--- config.mk ---
export PLATFORM = sky130hd
export DESIGN_NAME = snes_pad_responder
export DESIGN_NICKNAME = d
export VERILOG_FILES = /design/src/rtl/snes_pad_responder.sv
export SDC_FILE = /design/constraint.sdc
export NUM_CORES = 1
export LEC_CHECK = 0
export BUFFER_PORTS_ARGS = -buffer_cell sky130_fd_sc_hd__buf_2
export CORE_MARGIN = 10
export CORE_UTILIZATION = 53
export CTS_BUF_LIST = sky130_fd_sc_hd__clkbuf_4 sky130_fd_sc_hd__clkbuf_8
export CTS_CLUSTER_DIAMETER = 80
export CTS_CLUSTER_SIZE = 16
export DETAILED_ROUTE_END_ITERATION = 12
export HOLD_SLACK_MARGIN = 0.02
export MAX_ROUTING_LAYER = met4
export PLACE_DENSITY_LB_ADDON = 0.3
export SYNTH_ARGS = -nofsm -noshare
export SYNTH_HDL_FRONTEND = slang
export SYNTH_HIERARCHICAL = 1
export SYNTH_SLANG_ARGS = --single-unit
--- constraint.sdc ---
create_clock -name CLOCK -period 1.55 [get_ports CLOCK]
set_input_delay 0.0775 -clock CLOCK [delete_from_list [all_inputs] [get_ports CLOCK]]
set_output_delay 0.0775 -clock CLOCK [all_outputs]
set_load 0.005 [all_outputs]
--- src/rtl/snes_pad_responder.sv ---
// SNES pad emulator: answers a host's LATCH/PULSE polling with a 16-bit active-low
// serial word built from BUTTONS and fixed ID bits, like a standard pad's shift register.

module snes_pad_cond #(
    parameter int SYNC_STAGES = 2,
    parameter int FILTER_LEN  = 4
) (
    input  logic clk,
    input  logic rst_n,
    input  logic din,
    output logic level_r,
    output logic edge_r
);
    localparam int CW = (FILTER_LEN > 1) ? $clog2(FILTER_LEN) : 1;
    localparam logic [CW-1:0] CNT_MAX  = CW'(FILTER_LEN - 1);
    localparam logic [CW-1:0] CNT_ZERO = CW'(0);
    localparam logic [CW-1:0] CNT_ONE  = CW'(1);

    logic [SYNC_STAGES-1:0] sync_r;
    logic [CW-1:0]          cnt_r;
    logic                   sample_s;

    assign sample_s = sync_r[SYNC_STAGES-1];

    // metastability chain for the asynchronous host line
    always_ff @(posedge clk or negedge rst_n) begin
        if (!rst_n) begin
            sync_r <= {SYNC_STAGES{1'b0}};
        end else begin
            sync_r <= {sync_r[SYNC_STAGES-2:0], din};
        end
    end

    // level accepted only after FILTER_LEN consecutive differing samples
    always_ff @(posedge clk or negedge rst_n) begin
        if (!rst_n) begin
            level_r <= 1'b0;
            edge_r  <= 1'b0;
            cnt_r   <= CNT_ZERO;
        end else begin
            edge_r <= 1'b0;
            if (sample_s == level_r) begin
                cnt_r <= CNT_ZERO;
            end else if (cnt_r == CNT_MAX) begin
                level_r <= sample_s;
                edge_r  <= 1'b1;
                cnt_r   <= CNT_ZERO;
            end else begin
                cnt_r <= cnt_r + CNT_ONE;
            end
        end
    end
endmodule

module snes_pad_responder #(
    parameter int         SYNC_STAGES = 2,
    parameter int         FILTER_LEN  = 4,
    parameter logic [3:0] ID_BITS     = 4'b0000
) (
    input  logic        CLOCK,
    input  logic        RESET_N,
    input  logic        LATCH,
    input  logic        PULSE,
    input  logic [11:0] BUTTONS,
    output logic        DATA,
    output logic [4:0]  BIT_CNT,
    output logic        FRAME_DONE,
    output logic        POLL_SEEN
);
    typedef enum logic [1:0] {
        ST_IDLE  = 2'd0,
        ST_LOAD  = 2'd1,
        ST_SHIFT = 2'd2,
        ST_DONE  = 2'd3
    } state_t;

    state_t      state_r;
    logic [15:0] shreg_r;
    logic        data_r;
    logic [4:0]  bit_cnt_r;
    logic        frame_done_r;
    logic        poll_seen_r;

    logic        latch_level_s;
    logic        latch_edge_s;
    logic        pulse_level_s;
    logic        pulse_edge_s;
    logic        latch_rise_s;
    logic        latch_fall_s;
    logic        pulse_rise_s;
    logic [15:0] load_word_s;

    snes_pad_cond #(
        .SYNC_STAGES(SYNC_STAGES),
        .FILTER_LEN (FILTER_LEN)
    ) u_latch_cond (
        .clk    (CLOCK),
        .rst_n  (RESET_N),
        .din    (LATCH),
        .level_r(latch_level_s),
        .edge_r (latch_edge_s)
    );

    snes_pad_cond #(
        .SYNC_STAGES(SYNC_STAGES),
        .FILTER_LEN (FILTER_LEN)
    ) u_pulse_cond (
        .clk    (CLOCK),
        .rst_n  (RESET_N),
        .din    (PULSE),
        .level_r(pulse_level_s),
        .edge_r (pulse_edge_s)
    );

    assign latch_rise_s = latch_edge_s & latch_level_s;
    assign latch_fall_s = latch_edge_s & ~latch_level_s;
    assign pulse_rise_s = pulse_edge_s & pulse_level_s;
    // line level is inverted: a pressed button or asserted ID bit reads as 0
    assign load_word_s  = ~{ID_BITS, BUTTONS};

    // protocol FSM; a latch rise always wins over any pending shift
    always_ff @(posedge CLOCK or negedge RESET_N) begin
        if (!RESET_N) begin
            state_r      <= ST_IDLE;
            shreg_r      <= 16'hFFFF;
            data_r       <= 1'b1;
            bit_cnt_r    <= 5'd0;
            frame_done_r <= 1'b0;
            poll_seen_r  <= 1'b0;
        end else begin
            frame_done_r <= 1'b0;
            poll_seen_r  <= 1'b0;
            case (state_r)
                ST_IDLE: begin
                    if (latch_rise_s) begin
                        state_r   <= ST_LOAD;
                        shreg_r   <= load_word_s;
                        data_r    <= load_word_s[0];
                        bit_cnt_r <= 5'd0;
                    end else begin
                        state_r <= ST_IDLE;
                    end
                end
                ST_LOAD: begin
                    shreg_r   <= load_word_s;
                    data_r    <= load_word_s[0];
                    bit_cnt_r <= 5'd0;
                    if (latch_fall_s) begin
                        state_r     <= ST_SHIFT;
                        poll_seen_r <= 1'b1;
                    end else begin
                        state_r <= ST_LOAD;
                    end
                end
                ST_SHIFT: begin
                    if (latch_rise_s) begin
                        state_r   <= ST_LOAD;
                        shreg_r   <= load_word_s;
                        data_r    <= load_word_s[0];
                        bit_cnt_r <= 5'd0;
                    end else if (pulse_rise_s) begin
                        shreg_r   <= {1'b0, shreg_r[15:1]};
                        data_r    <= shreg_r[1];
                        bit_cnt_r <= bit_cnt_r + 5'd1;
                        if (bit_cnt_r == 5'd15) begin
                            frame_done_r <= 1'b1;
                            state_r      <= ST_DONE;
                        end else begin
                            state_r <= ST_SHIFT;
                        end
                    end else begin
                        state_r <= ST_SHIFT;
                    end
                end
                ST_DONE: begin
                    // a real pad's serial input is grounded once the word is out
                    data_r <= 1'b0;
                    if (latch_rise_s) begin
                        state_r   <= ST_LOAD;
                        shreg_r   <= load_word_s;
                        data_r    <= load_word_s[0];
                        bit_cnt_r <= 5'd0;
                    end else begin
                        state_r <= ST_DONE;
                    end
                end
                default: begin
                    state_r <= ST_IDLE;
                end
            endcase
        end
    end

    assign DATA       = data_r;
    assign BIT_CNT    = bit_cnt_r;
    assign FRAME_DONE = frame_done_r;
    assign POLL_SEEN  = poll_seen_r;
endmodule
; After elaboration in Yosys (flattened, before gate mapping)
; Cells that the tools add are included.
[op_classes]
bitwise_logic = 7
div = 0
n_reduce_logical = 6
order_cmp = 0
n_shift = 0
mul = 0
n_eq_ne = 11
n_mux = 34
n_addsub = 3
[op_table]
columns = operator, n
row1 = 16-bit 2-to-1 mux, 3
row2 = 16-bit one-hot mux with 3 select lines, 1
row3 = 1-bit 2-to-1 mux, 16
row4 = 2-bit 2-to-1 mux, 8
row5 = 12-bit NOT with 16-bit output, 1
row6 = 5-bit 2-to-1 mux, 3
row7 = 5-bit one-hot mux with 3 select lines, 1
row8 = "2-bit equality test, second input constant", 4
row9 = 2-bit one-hot mux with 4 select lines, 1
row10 = 2-bit AND reduction, 4
row11 = "5-bit by 1-bit adder with 5-bit output, second input constant", 1
row12 = "5-bit by 4-bit equality test with 1-bit output, second input constant", 1
row13 = "2-bit by 1-bit adder with 2-bit output, second input constant", 2
row14 = 1-bit one-hot mux with 4 select lines, 1
row15 = 1-bit AND, 3
row16 = "3-bit inequality test, second input constant", 1
row17 = 1-bit NOT, 3
row18 = 1-bit equality test, 2
row19 = "2-bit by 1-bit equality test with 1-bit output, second input constant", 1
row20 = 2-bit logical NOT, 1
row21 = "2-bit by 1-bit inequality test with 1-bit output, second input constant", 1
row22 = "2-bit inequality test, second input constant", 1
row23 = 2-bit OR reduction, 1
[word_totals]
romBits = 0
latch_bits = 0
inputBits = 16
mem_bits_rw = 0
register_bits = 38
mem_count = 0
out_inout_bits = 8

; Logic depth before layout (Yosys ltp)
; Gate-level depths: netlist of the first run.
[logic_depth]
depth_word = 5
mapped_depth = 7
mapped_depth_nobuf = 5

; Hierarchy
; Netlist of the first run, hierarchy kept.
[by_module_without_submodules]
columns = module, area_each_um2, n_inst, cells_each
row1 = snes_pad_responder, 1395.1, 1, 118
row2 = snes_pad_cond, 207.7, 2, 12

; Worst setup path before layout of the first run
; No wires, ideal clock.
[synth_timing]
path_type = register to register
start = register state_r[0]
end = register shreg_r[13]
stages_incl_launch_ff = 8
t_required_ps = 1468
n_path_buf = 2
setup_time_ps = 82
period_less_slack_ps = 1716
arrival_time_ps = 1634
setup_slack_ps = -166
path_cell_list = dfrtp_1 > inv_1 > ha_1 > a21boi_4 > o21a_1 > buf_6 > buf_12 > mux2_4
[synth_via]
elab_chain_cells = 4
word_cells_on_any_way = 9
cone_classes = eq/ne: 5 / mux: 1 / reduce/logical: 3
[synth_rtl]
columns = element, line_no
row1 = from (decl), 77  ; state_t state_r;
row2 = from (signal assigned), 124  ; state_r <= ST_IDLE;
row3 = from (signal assigned), 136  ; state_r <= ST_LOAD;
row4 = from (signal assigned), 141  ; state_r <= ST_IDLE;
row5 = 2-bit equality test or 2-bit logical NOT (tied branches), 133  ; case (state_r)
row6 = 2-bit OR reduction (no line), --
row7 = 2-bit by 1-bit inequality test with 1-bit output (no line), --
row8 = 2-bit AND reduction (no line), --
row9 = to (signal assigned), 137  ; shreg_r <= load_word_s;
row10 = to (signal assigned), 145  ; shreg_r <= load_word_s;
row11 = to (signal assigned), 158  ; shreg_r <= load_word_s;
row12 = to (decl), 78  ; logic [15:0] shreg_r;
; Parallel ways exist; a longest one is shown, timed or not.
; A chain may end at the register's enable or synchronous reset.

; Worst setup path in the final report of the first run
[layout_timing]
start = register state_r[0]
end = register shreg_r[7]
; Same word-level chain as after synthesis.

==> impl_results.html, run 1 <==
<table>
<tr><th>Metric</th><th>Value</th></tr>
<tr><th colspan="2">Outcome</th></tr>
<tr><td>Status</td><td>finished with violations</td></tr>
<tr><td>Failing checks</td><td>negative setup slack</td></tr>
<tr><th colspan="2">Setup path</th></tr>
<tr><td>Setup slack, reg-to-reg</td><td>-0.08 ns</td></tr>
<tr><td>Kind of end point of the critical path</td><td>register</td></tr>
<tr><td>Capture point of the worst reg-to-reg path</td><td>shreg_r[7]</td></tr>
<tr><td>Worst Path Required</td><td>1.82 ns</td></tr>
<tr><td>Start of the worst register-to-register path</td><td>state_r[0]</td></tr>
<tr><td>Largest fanout on the critical path</td><td>7</td></tr>
<tr><td>Crit path launch type</td><td>register</td></tr>
<tr><td>Depth of the worst register-to-register path</td><td>7</td></tr>
<tr><td>Worst Path Arrival</td><td>1.90 ns</td></tr>
<tr><td>Critical path start-end classification</td><td>register to register</td></tr>
<tr><th colspan="2">Detailed routing</th></tr>
<tr><td>Remaining antenna violation count after routing</td><td>0</td></tr>
<tr><td>DRT Pass-1 Iters</td><td>4</td></tr>
<tr><td>Via count</td><td>1228</td></tr>
<tr><td>Vias per inst</td><td>5.03</td></tr>
<tr><td>DRC violation count after routing</td><td>0</td></tr>
<tr><td>Post-Route WL</td><td>3.61 mm</td></tr>
<tr><td>DRT iter0 DRCs</td><td>90</td></tr>
<tr><td>Routed wire length per instance</td><td>14.8 µm</td></tr>
<tr><th colspan="2">Floorplanning</th></tr>
<tr><td>Starting utilization of the core area</td><td>54.7%</td></tr>
<tr><td>Chip Height</td><td>78.4 µm</td></tr>
<tr><td>Placement row count</td><td>21</td></tr>
<tr><td>Horizontal extent of the die</td><td>78.4 µm</td></tr>
<tr><td>Die Footprint</td><td>6150 µm²</td></tr>
<tr><td>Core Footprint</td><td>3310 µm²</td></tr>
<tr><td>Count of pins on the block boundary</td><td>24</td></tr>
<tr><th colspan="2">CTS</th></tr>
<tr><td>Sinks on Clock Net</td><td>37</td></tr>
<tr><td>Num CTS Buffers</td><td>5</td></tr>
<tr><td>H-tree levels</td><td>2</td></tr>
<tr><td>Insertion delay of the later-clocked pin in the worst-skew pair</td><td>0.33 ns</td></tr>
<tr><td>CTS clock-pin slew for the worst setup and hold paths</td><td>0.11 ns</td></tr>
<tr><td>Root cell of the clock tree</td><td>sky130_fd_sc_hd__clkbuf_4</td></tr>
<tr><td>TritonCTS clock tree</td><td>built</td></tr>
<tr><td>Clock buffer depth</td><td>2</td></tr>
<tr><th colspan="2">Logic synthesis</th></tr>
<tr><td>Number of cells produced by synthesis</td><td>142</td></tr>
<tr><td>Number of warnings printed during yosys synthesis</td><td>6</td></tr>
<tr><td>Post-Synthesis Cell Area</td><td>1810 µm²</td></tr>
<tr><td>Library cells used by synthesis</td><td>35</td></tr>
<tr><td>Synth Net Count</td><td>167</td></tr>
<tr><td>EDFF count, synth</td><td>0</td></tr>
<tr><td>Most used DFF post-synth</td><td>sky130_fd_sc_hd__dfrtp_1</td></tr>
<tr><td>Sequential area share after synthesis</td><td>52.2%</td></tr>
<tr><td>Average instance area after synthesis</td><td>12.7 µm²</td></tr>
<tr><td>Register bit total from synthesis</td><td>37</td></tr>
<tr><td>Post-synthesis async set-or-reset flop share</td><td>100%</td></tr>
<tr><th colspan="2">Finish</th></tr>
<tr><td>Growth of design area from synthesis to finish</td><td>32.6%</td></tr>
<tr><td>Number of nets in the layout</td><td>222</td></tr>
<tr><td>ANT cells</td><td>0</td></tr>
<tr><td>Ratio of cells with drive above 1 in the final layout</td><td>55.6%</td></tr>
<tr><td>Final Core Density</td><td>72.5%</td></tr>
<tr><td>Total of fill cells in the finished design</td><td>241</td></tr>
<tr><th colspan="2">Timing</th></tr>
<tr><td>Setup TNS</td><td>-0.421 ns</td></tr>
<tr><td>Number of endpoints with negative hold slack in the final report</td><td>0</td></tr>
<tr><td>Final count of negative-setup-slack endpoints</td><td>15</td></tr>
<tr><td>Final number of max-transition violations</td><td>0</td></tr>
<tr><td>Normalized max-slew margin</td><td>59.3%</td></tr>
<tr><td>Transition at the pin with the smallest max-transition slack</td><td>0.604 ns</td></tr>
<tr><td>Slack of the critical path</td><td>-0.0788 ns</td></tr>
<tr><td>Worst setup skew after layout</td><td>0.0153 ns</td></tr>
<tr><td>Final Cycle Share</td><td>105%</td></tr>
<tr><td>Maximum clock rate</td><td>614 MHz</td></tr>
<tr><td>RSZ-0062 raised after global routing</td><td>true</td></tr>
<tr><td>Period minus WS final</td><td>1.63 ns</td></tr>
<tr><th colspan="2">Worst hold path</th></tr>
<tr><td>End of the worst hold path</td><td>shreg_r[4]</td></tr>
<tr><td>Worst min path class</td><td>input port to register</td></tr>
<tr><td>Worst hold start</td><td>BUTTONS[4]</td></tr>
<tr><td>Worst Hold Path Cells</td><td>4</td></tr>
<tr><th colspan="2">Power</th></tr>
<tr><td>Power Dens Cells</td><td>1130 nW/µm²</td></tr>
<tr><td>Worst ir drop on vdd</td><td>0.905 mV</td></tr>
<tr><td>Total power after layout</td><td>0.00270 W</td></tr>
<tr><td>P_leak</td><td>1.17 nW</td></tr>
<tr><th colspan="2">Global route</th></tr>
<tr><td>Initial antenna violation count</td><td>0</td></tr>
<tr><td>First-pass GRT wire length</td><td>5.73 mm</td></tr>
<tr><td>Overall global routing resource usage</td><td>11.7%</td></tr>
<tr><td>Grt ovf</td><td>0</td></tr>
<tr><td>Largest net degree at the start of global routing</td><td>38</td></tr>
<tr><td>Via count of the first global-routing pass</td><td>1327</td></tr>
<tr><th colspan="2">Flow run</th></tr>
<tr><td>Total of max-cap violations</td><td>0</td></tr>
<tr><th colspan="2">Placement</th></tr>
<tr><td>Post-Place Worst Slack</td><td>-0.138 ns</td></tr>
<tr><td>GP Congestion</td><td>0.786</td></tr>
<tr><td>Port buffer count</td><td>23</td></tr>
<tr><td>Detailed placement HPWL</td><td>2.38 mm</td></tr>
</table>
-- registers in the layout, indices dropped and copies added, names as in the netlist --
register              cells
u_pulse_cond/cnt_r        2
state_r                   2
u_latch_cond/cnt_r        2
POLL_SEEN                 1
FRAME_DONE                1
u_pulse_cond/edge_r       1
u_pulse_cond/sync_r       2
DATA                      1
shreg_r                  15
u_latch_cond/sync_r       2
BIT_CNT                   5
u_latch_cond/level_r      1
u_pulse_cond/level_r      1
u_latch_cond/edge_r       1
-- per-layer routing --
layer,part of all wire (%),wire [µm],GRT usage [%]
met5,0,0,-
met4,1.0,37,5.38
met3,4.3,154,2.96
met2,51,1840,19.7
met1,44,1580,12.7
-- cells in the final DEF (no fill, tap or decap), types with 2 or more instances in the layout --
cell	count
sky130_fd_sc_hd__buf_2	23
sky130_fd_sc_hd__dfrtp_1	21
sky130_fd_sc_hd__buf_4	17
sky130_fd_sc_hd__dfstp_2	16
sky130_fd_sc_hd__mux2i_1	16
sky130_fd_sc_hd__inv_1	14
sky130_fd_sc_hd__nor2_1	7
sky130_fd_sc_hd__mux2_4	7
sky130_fd_sc_hd__ha_1	7
sky130_fd_sc_hd__clkbuf_4	6
sky130_fd_sc_hd__buf_6	5
sky130_fd_sc_hd__and2_1	4
sky130_fd_sc_hd__inv_2	3
sky130_fd_sc_hd__mux2_2	3
sky130_fd_sc_hd__dlygate4sd3_1	3
sky130_fd_sc_hd__nand2_1	2
sky130_fd_sc_hd__nand3_1	2
sky130_fd_sc_hd__a21boi_4	2
sky130_fd_sc_hd__o31ai_2	2
sky130_fd_sc_hd__or4_4	2
sky130_fd_sc_hd__o21ai_0	2
sky130_fd_sc_hd__a21oi_2	2
sky130_fd_sc_hd__mux2i_2	2
sky130_fd_sc_hd__clkinv_2	2
sky130_fd_sc_hd__buf_12	2
sky130_fd_sc_hd__xor2_1	2
sky130_fd_sc_hd__nor3b_2	2
sky130_fd_sc_hd__mux2_1	2
-- worst max path at each step --
stage / from / end / slack [ns]
after floorplan: state_r[0] / shreg_r[13] / -0.06
after CTS: state_r[1] / BIT_CNT[4] / -0.02
after global routing: state_r[0] / shreg_r[7] / -0.17
final: state_r[0] / shreg_r[7] / -0.08
after global placement: state_r[1] / shreg_r[1] / -0.09
after detailed placement: state_r[1] / shreg_r[7] / -0.14
-- layout make-up --
class	instances	area (µm²)	share of cell area (%)
clock buffers	6	45.0	1.88
repair buffers	52	409	17.0
flip-flops and latches	37	946	39.4
multi-input cells	84	868	36.2
clock inverters	2	10.0	0.417
well taps	46	57.6	2.40
inverters	17	63.8	2.66
-- cell usage after synthesis, types with 2 or more instances --
library cell	n	area (µm²)
sky130_fd_sc_hd__dfrtp_1	21	526
sky130_fd_sc_hd__mux2i_1	18	180
sky130_fd_sc_hd__inv_1	17	63.8
sky130_fd_sc_hd__dfstp_2	16	420
sky130_fd_sc_hd__ha_1	9	113
sky130_fd_sc_hd__mux2_2	9	101
sky130_fd_sc_hd__nor2_1	7	26.3
sky130_fd_sc_hd__and2_1	4	25.0
sky130_fd_sc_hd__a21oi_1	3	15.0
sky130_fd_sc_hd__nand2_1	3	11.3
sky130_fd_sc_hd__o21ai_0	3	15.0
sky130_fd_sc_hd__a21boi_4	2	37.5
sky130_fd_sc_hd__buf_6	2	22.5
sky130_fd_sc_hd__mux2_1	2	22.5
sky130_fd_sc_hd__nand3_1	2	10.0
sky130_fd_sc_hd__nor3b_2	2	25.0
sky130_fd_sc_hd__o31ai_1	2	15.0
sky130_fd_sc_hd__or4_1	2	15.0
sky130_fd_sc_hd__xor2_1	2	17.5
-- logic make-up (layout without fill, tap and decap cells) --
| group | after synthesis | in the layout | synth area share (%) |
|---|---|---|---|
| AO/OA/AOI/OAI | 19 | 19 | 8.85 |
| multiplexers | 30 | 30 | 17.6 |
| flip-flops | 37 | 37 | 52.2 |
| AND/OR/NAND/NOR | 24 | 24 | 7.95 |
| buffers and inverters | 21 | 77 | 6.15 |
| adder cells (fa/ha/maj) | 9 | 9 | 6.22 |
| XOR/XNOR | 2 | 2 | 0.968 |
-- power breakdown --
part / switching (W) / internal (W) / leakage (nW)
clock: 0.000305 / 0.000190 / 0.0354
sequential: 0.000190 / 0.00139 / 0.444
combinational: 0.000258 / 0.000365 / 0.689
-- stage by stage --
stage          cell area (µm²)  std cells  hold slack [ns]
2_1_floorplan             1820        142           -0.218
3_3_place_gp              2080        221            0.135
3_5_place_dp              2080        221            0.142
4_1_cts                   2250        240           0.0439
5_1_grt                   2400        244           0.0749
6_report                  2400        244           0.0745
-- worst max-delay path: stages, from the launching register on --
cell	delay (ns)
sky130_fd_sc_hd__dfrtp_1	0.41
sky130_fd_sc_hd__inv_2	0.09
sky130_fd_sc_hd__ha_4	0.15
sky130_fd_sc_hd__buf_6	0.10
sky130_fd_sc_hd__a21boi_4	0.25
sky130_fd_sc_hd__buf_12	0.17
sky130_fd_sc_hd__mux2i_2	0.21
sky130_fd_sc_hd__mux2_4	0.17
-- timing repair --
action / CTS / global route
endpoints found under the setup margin: 16 / 22
pin swaps: 4 / 3
setup buffers: 8 / 3
hold buffers: 3 / 0
gates cloned: 0 / 1
hold endpoints to repair: 23 / 0
resized for setup: 6 / 25
(Power assumes the default switching activity.)
==> run 2: changes to the inputs <==
CORE_UTILIZATION = 59   (was 53)
clock period = 1.61 ns   (was 1.55 ns; I/O delays follow)
==> run 2 against run 1 <==
Net effect: the run still ends with negative setup slack left; routed wire length grew 12%; core utilization up 5.0 points; first-iteration DRC count up 14%; setup slack better by 0.034 ns; largest power group unchanged; clock skew down 0.0039 ns; cell area down 3.0%; sequential share of layout area rose by 1.2 points; clock-buffer cell count up 1; critical path type unchanged; register-to-register slack improved by 0.03 ns; critical path depth unchanged.
==> impl_results.html, run 2 (synthesis results as in run 1) <==
<table>
<tr><th>Metric</th><th>Value</th></tr>
<tr><th colspan="2">Timing</th></tr>
<tr><td>RSZ-0062 raised after global routing</td><td>true</td></tr>
<tr><td>Slack of the critical path</td><td>-0.0449 ns</td></tr>
<tr><td>Worst setup skew after layout</td><td>0.0114 ns</td></tr>
<tr><td>Maximum clock rate</td><td>604 MHz</td></tr>
<tr><td>Number of endpoints with negative hold slack in the final report</td><td>0</td></tr>
<tr><td>Transition at the pin with the smallest max-transition slack</td><td>0.774 ns</td></tr>
<tr><td>Final Cycle Share</td><td>103%</td></tr>
<tr><td>Period minus WS final</td><td>1.65 ns</td></tr>
<tr><td>Final number of max-transition violations</td><td>0</td></tr>
<tr><td>Normalized max-slew margin</td><td>48.4%</td></tr>
<tr><td>Final count of negative-setup-slack endpoints</td><td>8</td></tr>
<tr><td>Setup TNS</td><td>-0.123 ns</td></tr>
<tr><th colspan="2">Placement</th></tr>
<tr><td>Cell Count Post-Placement</td><td>202</td></tr>
<tr><td>GP Congestion</td><td>0.819</td></tr>
<tr><td>Post-Place Worst Slack</td><td>-0.0616 ns</td></tr>
<tr><td>Detailed placement HPWL</td><td>2.47 mm</td></tr>
<tr><td>Port buffer count</td><td>23</td></tr>
<tr><th colspan="2">Finish</th></tr>
<tr><td>Max reg flops</td><td>15</td></tr>
<tr><td>Total of fill cells in the finished design</td><td>176</td></tr>
<tr><td>Most used cells in the layout excluding fill and tap cells</td><td>sky130_fd_sc_hd__buf_2, sky130_fd_sc_hd__dfrtp_1, sky130_fd_sc_hd__mux2i_1</td></tr>
<tr><td>Register name with the most flops</td><td>shreg_r</td></tr>
<tr><td>Multi-input gate area</td><td>828 µm²</td></tr>
<tr><td>Growth of design area from synthesis to finish</td><td>28.5%</td></tr>
<tr><td>Number of nets in the layout</td><td>216</td></tr>
<tr><td>Commonest non-fill, non-tap cell in the layout</td><td>sky130_fd_sc_hd__buf_2</td></tr>
<tr><td>Number of standard cells in the final layout excluding fillers</td><td>225</td></tr>
<tr><td>ANT cells</td><td>0</td></tr>
<tr><td>Area of all sequential standard cells</td><td>946 µm²</td></tr>
<tr><td>Ratio of cells with drive above 1 in the final layout</td><td>47.4%</td></tr>
<tr><th colspan="2">Global route</th></tr>
<tr><td>Overall global routing resource usage</td><td>13.7%</td></tr>
<tr><td>Via count of the first global-routing pass</td><td>1255</td></tr>
<tr><td>Initial antenna violation count</td><td>0</td></tr>
<tr><td>Largest net degree at the start of global routing</td><td>38</td></tr>
<tr><td>Grt ovf</td><td>0</td></tr>
<tr><td>First-pass GRT wire length</td><td>5.70 mm</td></tr>
<tr><th colspan="2">Power</th></tr>
<tr><td>Worst ir drop on vdd</td><td>0.736 mV</td></tr>
<tr><td>Total power after layout</td><td>0.00272 W</td></tr>
<tr><td>P_leak</td><td>1.17 nW</td></tr>
<tr><td>Power Dens Cells</td><td>1170 nW/µm²</td></tr>
<tr><th colspan="2">Detailed routing</th></tr>
<tr><td>DRC violation count after routing</td><td>0</td></tr>
<tr><td>DRT iter0 DRCs</td><td>103</td></tr>
<tr><td>Vias per inst</td><td>5.56</td></tr>
<tr><td>DRT Pass-1 Iters</td><td>4</td></tr>
<tr><td>Post-Route WL</td><td>4.03 mm</td></tr>
<tr><td>Remaining antenna violation count after routing</td><td>0</td></tr>
<tr><td>Via count</td><td>1251</td></tr>
<tr><td>Routed wire length per instance</td><td>17.9 µm</td></tr>
<tr><th colspan="2">CTS</th></tr>
<tr><td>H-tree levels</td><td>2</td></tr>
<tr><td>CTS clock-pin slew for the worst setup and hold paths</td><td>0.12 ns</td></tr>
<tr><td>Num CTS Buffers</td><td>5</td></tr>
<tr><td>Clock buffer depth</td><td>2</td></tr>
<tr><td>Sinks on Clock Net</td><td>37</td></tr>
<tr><td>Root cell of the clock tree</td><td>sky130_fd_sc_hd__clkbuf_4</td></tr>
<tr><td>TritonCTS clock tree</td><td>built</td></tr>
<tr><td>Insertion delay of the later-clocked pin in the worst-skew pair</td><td>0.36 ns</td></tr>
<tr><th colspan="2">Floorplanning</th></tr>
<tr><td>Count of pins on the block boundary</td><td>24</td></tr>
<tr><td>Die Footprint</td><td>5680 µm²</td></tr>
<tr><td>Horizontal extent of the die</td><td>75.4 µm</td></tr>
<tr><td>Placement row count</td><td>20</td></tr>
<tr><td>Core Footprint</td><td>3000 µm²</td></tr>
<tr><td>Starting utilization of the core area</td><td>60.3%</td></tr>
<tr><td>Chip Height</td><td>75.4 µm</td></tr>
<tr><th colspan="2">Worst hold path</th></tr>
<tr><td>Worst min path class</td><td>input port to register</td></tr>
<tr><td>Worst hold start</td><td>BUTTONS[4]</td></tr>
<tr><td>End of the worst hold path</td><td>shreg_r[4]</td></tr>
<tr><td>Worst Hold Path Cells</td><td>4</td></tr>
<tr><th colspan="2">Setup path</th></tr>
<tr><td>Depth of the worst register-to-register path</td><td>7</td></tr>
<tr><td>Worst Path Arrival</td><td>1.94 ns</td></tr>
<tr><td>Setup slack, reg-to-reg</td><td>-0.04 ns</td></tr>
<tr><td>Largest fanout on the critical path</td><td>7</td></tr>
<tr><td>Kind of end point of the critical path</td><td>register</td></tr>
<tr><td>Start of the worst register-to-register path</td><td>state_r[0]</td></tr>
<tr><td>Worst Path Required</td><td>1.89 ns</td></tr>
<tr><td>Crit path launch type</td><td>register</td></tr>
<tr><td>Capture point of the worst reg-to-reg path</td><td>shreg_r[2]</td></tr>
<tr><td>Critical path start-end classification</td><td>register to register</td></tr>
<tr><th colspan="2">Flow run</th></tr>
<tr><td>Total of max-cap violations</td><td>0</td></tr>
<tr><th colspan="2">Outcome</th></tr>
<tr><td>Status</td><td>finished with violations</td></tr>
<tr><td>Failing checks</td><td>negative setup slack</td></tr>
</table>
==> run 2: cell count changes in the layout (fill, tap and decap cells not counted), sizes merged <==
cell and change:
buf -9, clkinv -1, clkbuf +2, dlygate4sd3 +2
==> run 2: routing by layer <==
metal	GRT usage, %	vias up	wire length (µm)
li1	-	585	-
met1	15.5	631	1690
met2	21.0	27	2040
met3	5.21	8	230
met4	6.39	0	65
met5	-	-	0
==> run 2: worst max-delay path: stages (launching register included) <==
cell                        delay, ns
sky130_fd_sc_hd__dfrtp_1         0.42
sky130_fd_sc_hd__inv_2           0.12
sky130_fd_sc_hd__ha_4            0.16
sky130_fd_sc_hd__a21boi_4        0.21
sky130_fd_sc_hd__o21a_4          0.19
sky130_fd_sc_hd__clkbuf_16       0.17
sky130_fd_sc_hd__buf_6           0.10
sky130_fd_sc_hd__mux2i_1         0.21
==> run 2: worst max-delay path by stage <==
stage | start | endpoint | slack [ns]
after CTS | state_r[1] | shreg_r[9] | 0.02
after detailed placement | state_r[1] | BIT_CNT[0] | -0.06
after global routing | state_r[0] | shreg_r[2] | -0.15
after global placement | state_r[1] | BIT_CNT[4] | 0.009
final | state_r[0] | shreg_r[2] | -0.04
after floorplan | state_r[0] | shreg_r[13] | 0.005
==> run 2: where the power goes <==
group	internal, W	leakage, nW	switching, W
Clock	0.000253	0.0413	0.000321
Combinational	0.000351	0.682	0.000248
Sequential	0.00134	0.444	0.000207
==> run 2: area by class of cell <==
type | instances | share of cell area [%]
Multi-Input combinational cell | 84 | 35.6
Clock buffer | 7 | 2.80
Inverter | 17 | 2.85
Timing Repair Buffer | 46 | 16.1
Sequential cell | 37 | 40.6
Clock inverter | 1 | 0.215
Tap cell | 33 | 1.77
==> run 2: stage by stage <==
step | area [µm²] | util, % | hold WS (ns)
5_1_grt | 2330 | 77.5 | 0.0492
2_1_floorplan | 1820 | - | -0.215
6_report | 2330 | 77.5 | 0.0238
3_3_place_gp | 2020 | 67.2 | 0.188
4_1_cts | 2170 | 72.3 | 0.0259
3_5_place_dp | 2020 | 67.2 | 0.190
==> run 2: timing repair <==
| item | 4_1_cts | 5_1_grt |
|---|---|---|
| endpoints found under the setup margin | 9 | 13 |
| endpoints found under the hold margin | 25 | 0 |
| resized for setup | 2 | 18 |
| pin swaps | 1 | 2 |
| cloned | 0 | 2 |
| hold buffers | 5 | 0 |
| buffers inserted | 3 | 5 |
==> run 3: changes to the inputs <==
PLACE_DENSITY = 0.81   (was unset)
PLACE_DENSITY_LB_ADDON = unset   (was 0.3)
SETUP_SLACK_MARGIN = 0.15   (was unset)
TNS_END_PERCENT = 30   (was unset)
==> run 3 against run 2 <==
Net effect: the flow now finishes without violations; clock power increased by 13%; cell count unchanged; clock skew up 0.00086 ns; critical path depth shrank 1; sequential cell count stayed put; clock-buffer cell count decreased by 2; setup slack gained 0.056 ns; total power rose by 1.6%; maximum frequency rose by 3.5%; die area stayed put.
==> impl_results.html, run 3 (synthesis results as in run 1) <==
<table>
<tr><th>Metric</th><th>Value</th></tr>
<tr><th colspan="2">Floorplanning</th></tr>
<tr><td>Chip Height</td><td>75.4 µm</td></tr>
<tr><td>Count of pins on the block boundary</td><td>24</td></tr>
<tr><td>Die Footprint</td><td>5680 µm²</td></tr>
<tr><td>Starting utilization of the core area</td><td>60.3%</td></tr>
<tr><td>Horizontal extent of the die</td><td>75.4 µm</td></tr>
<tr><td>Core Footprint</td><td>3000 µm²</td></tr>
<tr><td>Placement row count</td><td>20</td></tr>
<tr><th colspan="2">Timing</th></tr>
<tr><td>Final count of negative-setup-slack endpoints</td><td>0</td></tr>
<tr><td>RSZ-0062 raised after global routing</td><td>true</td></tr>
<tr><td>Worst setup skew after layout</td><td>0.0122 ns</td></tr>
<tr><td>Normalized max-slew margin</td><td>63.5%</td></tr>
<tr><td>Maximum clock rate</td><td>626 MHz</td></tr>
<tr><td>Final Cycle Share</td><td>99.3%</td></tr>
<tr><td>Worst-case hold slack</td><td>0.0384 ns</td></tr>
<tr><td>Number of endpoints with negative hold slack in the final report</td><td>0</td></tr>
<tr><td>Final number of max-transition violations</td><td>0</td></tr>
<tr><td>Period minus WS final</td><td>1.60 ns</td></tr>
<tr><td>Transition at the pin with the smallest max-transition slack</td><td>0.548 ns</td></tr>
<tr><th colspan="2">Placement</th></tr>
<tr><td>GP Congestion</td><td>0.822</td></tr>
<tr><td>Port buffer count</td><td>23</td></tr>
<tr><td>Detailed placement HPWL</td><td>2.46 mm</td></tr>
<tr><td>Placed Instance Area</td><td>2030 µm²</td></tr>
<tr><th colspan="2">Detailed routing</th></tr>
<tr><td>Remaining antenna violation count after routing</td><td>0</td></tr>
<tr><td>Wire length on met1</td><td>1.63 mm</td></tr>
<tr><td>Via count</td><td>1240</td></tr>
<tr><td>Routed wire length per instance</td><td>17.1 µm</td></tr>
<tr><td>DRT iter0 DRCs</td><td>48</td></tr>
<tr><td>Post-Route WL</td><td>3.86 mm</td></tr>
<tr><td>DRT Pass-1 Iters</td><td>4</td></tr>
<tr><td>Uppermost routed layer</td><td>met4</td></tr>
<tr><td>DRC violation count after routing</td><td>0</td></tr>
<tr><td>Wire length on met3</td><td>174 µm</td></tr>
<tr><td>Detail Route met2 WL</td><td>1.99 mm</td></tr>
<tr><td>Vias per inst</td><td>5.51</td></tr>
<tr><th colspan="2">Finish</th></tr>
<tr><td>Most used cells in the layout excluding fill and tap cells</td><td>sky130_fd_sc_hd__buf_2, sky130_fd_sc_hd__dfrtp_1, sky130_fd_sc_hd__mux2i_1</td></tr>
<tr><td>Growth of design area from synthesis to finish</td><td>28.3%</td></tr>
<tr><td>Number of nets in the layout</td><td>216</td></tr>
<tr><td>Register name with the most flops</td><td>shreg_r</td></tr>
<tr><td>ANT cells</td><td>0</td></tr>
<tr><td>Commonest non-fill, non-tap cell in the layout</td><td>sky130_fd_sc_hd__buf_2</td></tr>
<tr><td>Ratio of cells with drive above 1 in the final layout</td><td>52.6%</td></tr>
<tr><td>Total of fill cells in the finished design</td><td>177</td></tr>
<tr><td>Non-Filler Cell Area, Final</td><td>2320 µm²</td></tr>
<tr><td>Max reg flops</td><td>15</td></tr>
<tr><th colspan="2">Setup path</th></tr>
<tr><td>Kind of end point of the critical path</td><td>register</td></tr>
<tr><td>Worst Path Required</td><td>1.84 ns</td></tr>
<tr><td>Critical path start-end classification</td><td>register to register</td></tr>
<tr><td>Timing startpoint of the critical path</td><td>state_r[1]</td></tr>
<tr><td>Crit path launch type</td><td>register</td></tr>
<tr><td>Largest fanout on the critical path</td><td>5</td></tr>
<tr><td>Setup slack, reg-to-reg</td><td>0.01 ns</td></tr>
<tr><td>Start of the worst register-to-register path</td><td>state_r[1]</td></tr>
<tr><td>Worst Path Arrival</td><td>1.83 ns</td></tr>
<tr><th colspan="2">Power</th></tr>
<tr><td>Power dissipated by switching net loads</td><td>0.000768 W</td></tr>
<tr><td>Cell-internal power</td><td>0.00200 W</td></tr>
<tr><td>Worst ir drop on vdd</td><td>0.900 mV</td></tr>
<tr><td>Part of the power in combinational logic</td><td>21.1%</td></tr>
<tr><td>Power Dens Cells</td><td>1190 nW/µm²</td></tr>
<tr><td>P_leak</td><td>1.13 nW</td></tr>
<tr><td>Sequential share of power</td><td>55.4%</td></tr>
<tr><td>Switching fraction of total power</td><td>27.8%</td></tr>
<tr><td>Part of the power in the clock network</td><td>23.5%</td></tr>
<tr><th colspan="2">CTS</th></tr>
<tr><td>Clock buffer depth</td><td>2</td></tr>
<tr><td>TritonCTS clock tree</td><td>built</td></tr>
<tr><td>CTS clock-pin slew for the worst setup and hold paths</td><td>0.12 ns</td></tr>
<tr><td>Root cell of the clock tree</td><td>sky130_fd_sc_hd__clkbuf_4</td></tr>
<tr><td>Sinks on Clock Net</td><td>37</td></tr>
<tr><td>Insertion delay of the later-clocked pin in the worst-skew pair</td><td>0.34 ns</td></tr>
<tr><td>H-tree levels</td><td>2</td></tr>
<tr><td>Num CTS Buffers</td><td>5</td></tr>
<tr><th colspan="2">Global route</th></tr>
<tr><td>Initial antenna violation count</td><td>0</td></tr>
<tr><td>First-pass GRT wire length</td><td>5.95 mm</td></tr>
<tr><td>Largest net degree at the start of global routing</td><td>26</td></tr>
<tr><td>Via count of the first global-routing pass</td><td>1348</td></tr>
<tr><td>Grt ovf</td><td>0</td></tr>
<tr><td>Overall global routing resource usage</td><td>14.5%</td></tr>
<tr><th colspan="2">Worst hold path</th></tr>
<tr><td>Worst min path class</td><td>input port to register</td></tr>
<tr><td>Worst hold start</td><td>BUTTONS[2]</td></tr>
<tr><th colspan="2">Outcome</th></tr>
<tr><td>Status</td><td>finished clean</td></tr>
<tr><th colspan="2">Flow run</th></tr>
<tr><td>Total of max-cap violations</td><td>0</td></tr>
</table>
==> run 3: cell count changes in the layout (fill, tap and decap cells not counted), sizes merged <==
cell,before,now
clkinvlp,0,1
clkbuf,9,6
bufinv,0,1
buf,39,42
dlygate4sd3,5,3
==> run 3: path summary, 6_finish.rpt <==
check                           cells after the start                     end
worst max-delay path                                6              BIT_CNT[4]
worst min-delay path                                4              shreg_r[2]
worst max register to register                      6              BIT_CNT[4]
worst min register to register                      0  u_latch_cond/sync_r[1]
max in group asynchronous                           3              shreg_r[9]
min in group asynchronous                           2              BIT_CNT[2]
==> run 3: power groups by stage <==
stage               clock network (W)  logic (W)  registers (W)
floorplan                           0   0.000422        0.00147
global placement                    0   0.000492        0.00151
detailed placement                  0   0.000530        0.00153
CTS                          0.000669   0.000552        0.00152
global route                 0.000717   0.000662        0.00156
finish                       0.000649   0.000584        0.00153
==> run 3: worst max-delay path, cell delays in order (launching register included) <==
cell and delay, ns:
sky130_fd_sc_hd__dfrtp_1 0.44, sky130_fd_sc_hd__inv_2 0.05, sky130_fd_sc_hd__ha_1 0.28, sky130_fd_sc_hd__inv_2 0.11, sky130_fd_sc_hd__o21a_4 0.17, sky130_fd_sc_hd__buf_4 0.11
sky130_fd_sc_hd__mux2_2 0.32
==> run 3: per-stage QoR <==
step                      worst slack, ns  std cells  util (%)  setup TNS (ns)  total power, W
after floorplan                   0.00452        142         -               0         0.00189
after global placement            -0.0217        205      67.5          -0.104         0.00200
after detailed placement          -0.0850        205      67.5          -0.557         0.00206
after CTS                          0.0367        220      72.9               0         0.00274
after global routing              -0.0405        225      77.4          -0.272         0.00294
final                              0.0115        225      77.4               0         0.00277
==> run 3: final cells by class <==
cell class	count	area, µm²	area share [%]
Sequential cell	37	947	40.8
Multi-Input combinational cell	84	847	36.5
Timing Repair Buffer	46	340	14.6
Inverter	17	63.8	2.75
Clock inverter	3	46.3	1.99
Tap cell	33	41.3	1.78
Clock buffer	5	37.5	1.62
==> run 3: what timing repair did <==
action / 4_1_cts / 5_1_grt
cloned: 0 / 1
hold buffers: 3 / 0
pin swaps: 3 / 7
setup buffers: 4 / 4
resized for setup: 4 / 21
setup endpoints to repair: 21 / 22
endpoints found under the hold margin: 23 / 0
==> run 3: metal layers <==
layer	global-route usage (%)	vias up
li1	-	586
met1	15.0	613
met2	24.6	37
met3	4.30	4
met4	7.22	0
met5	-	-
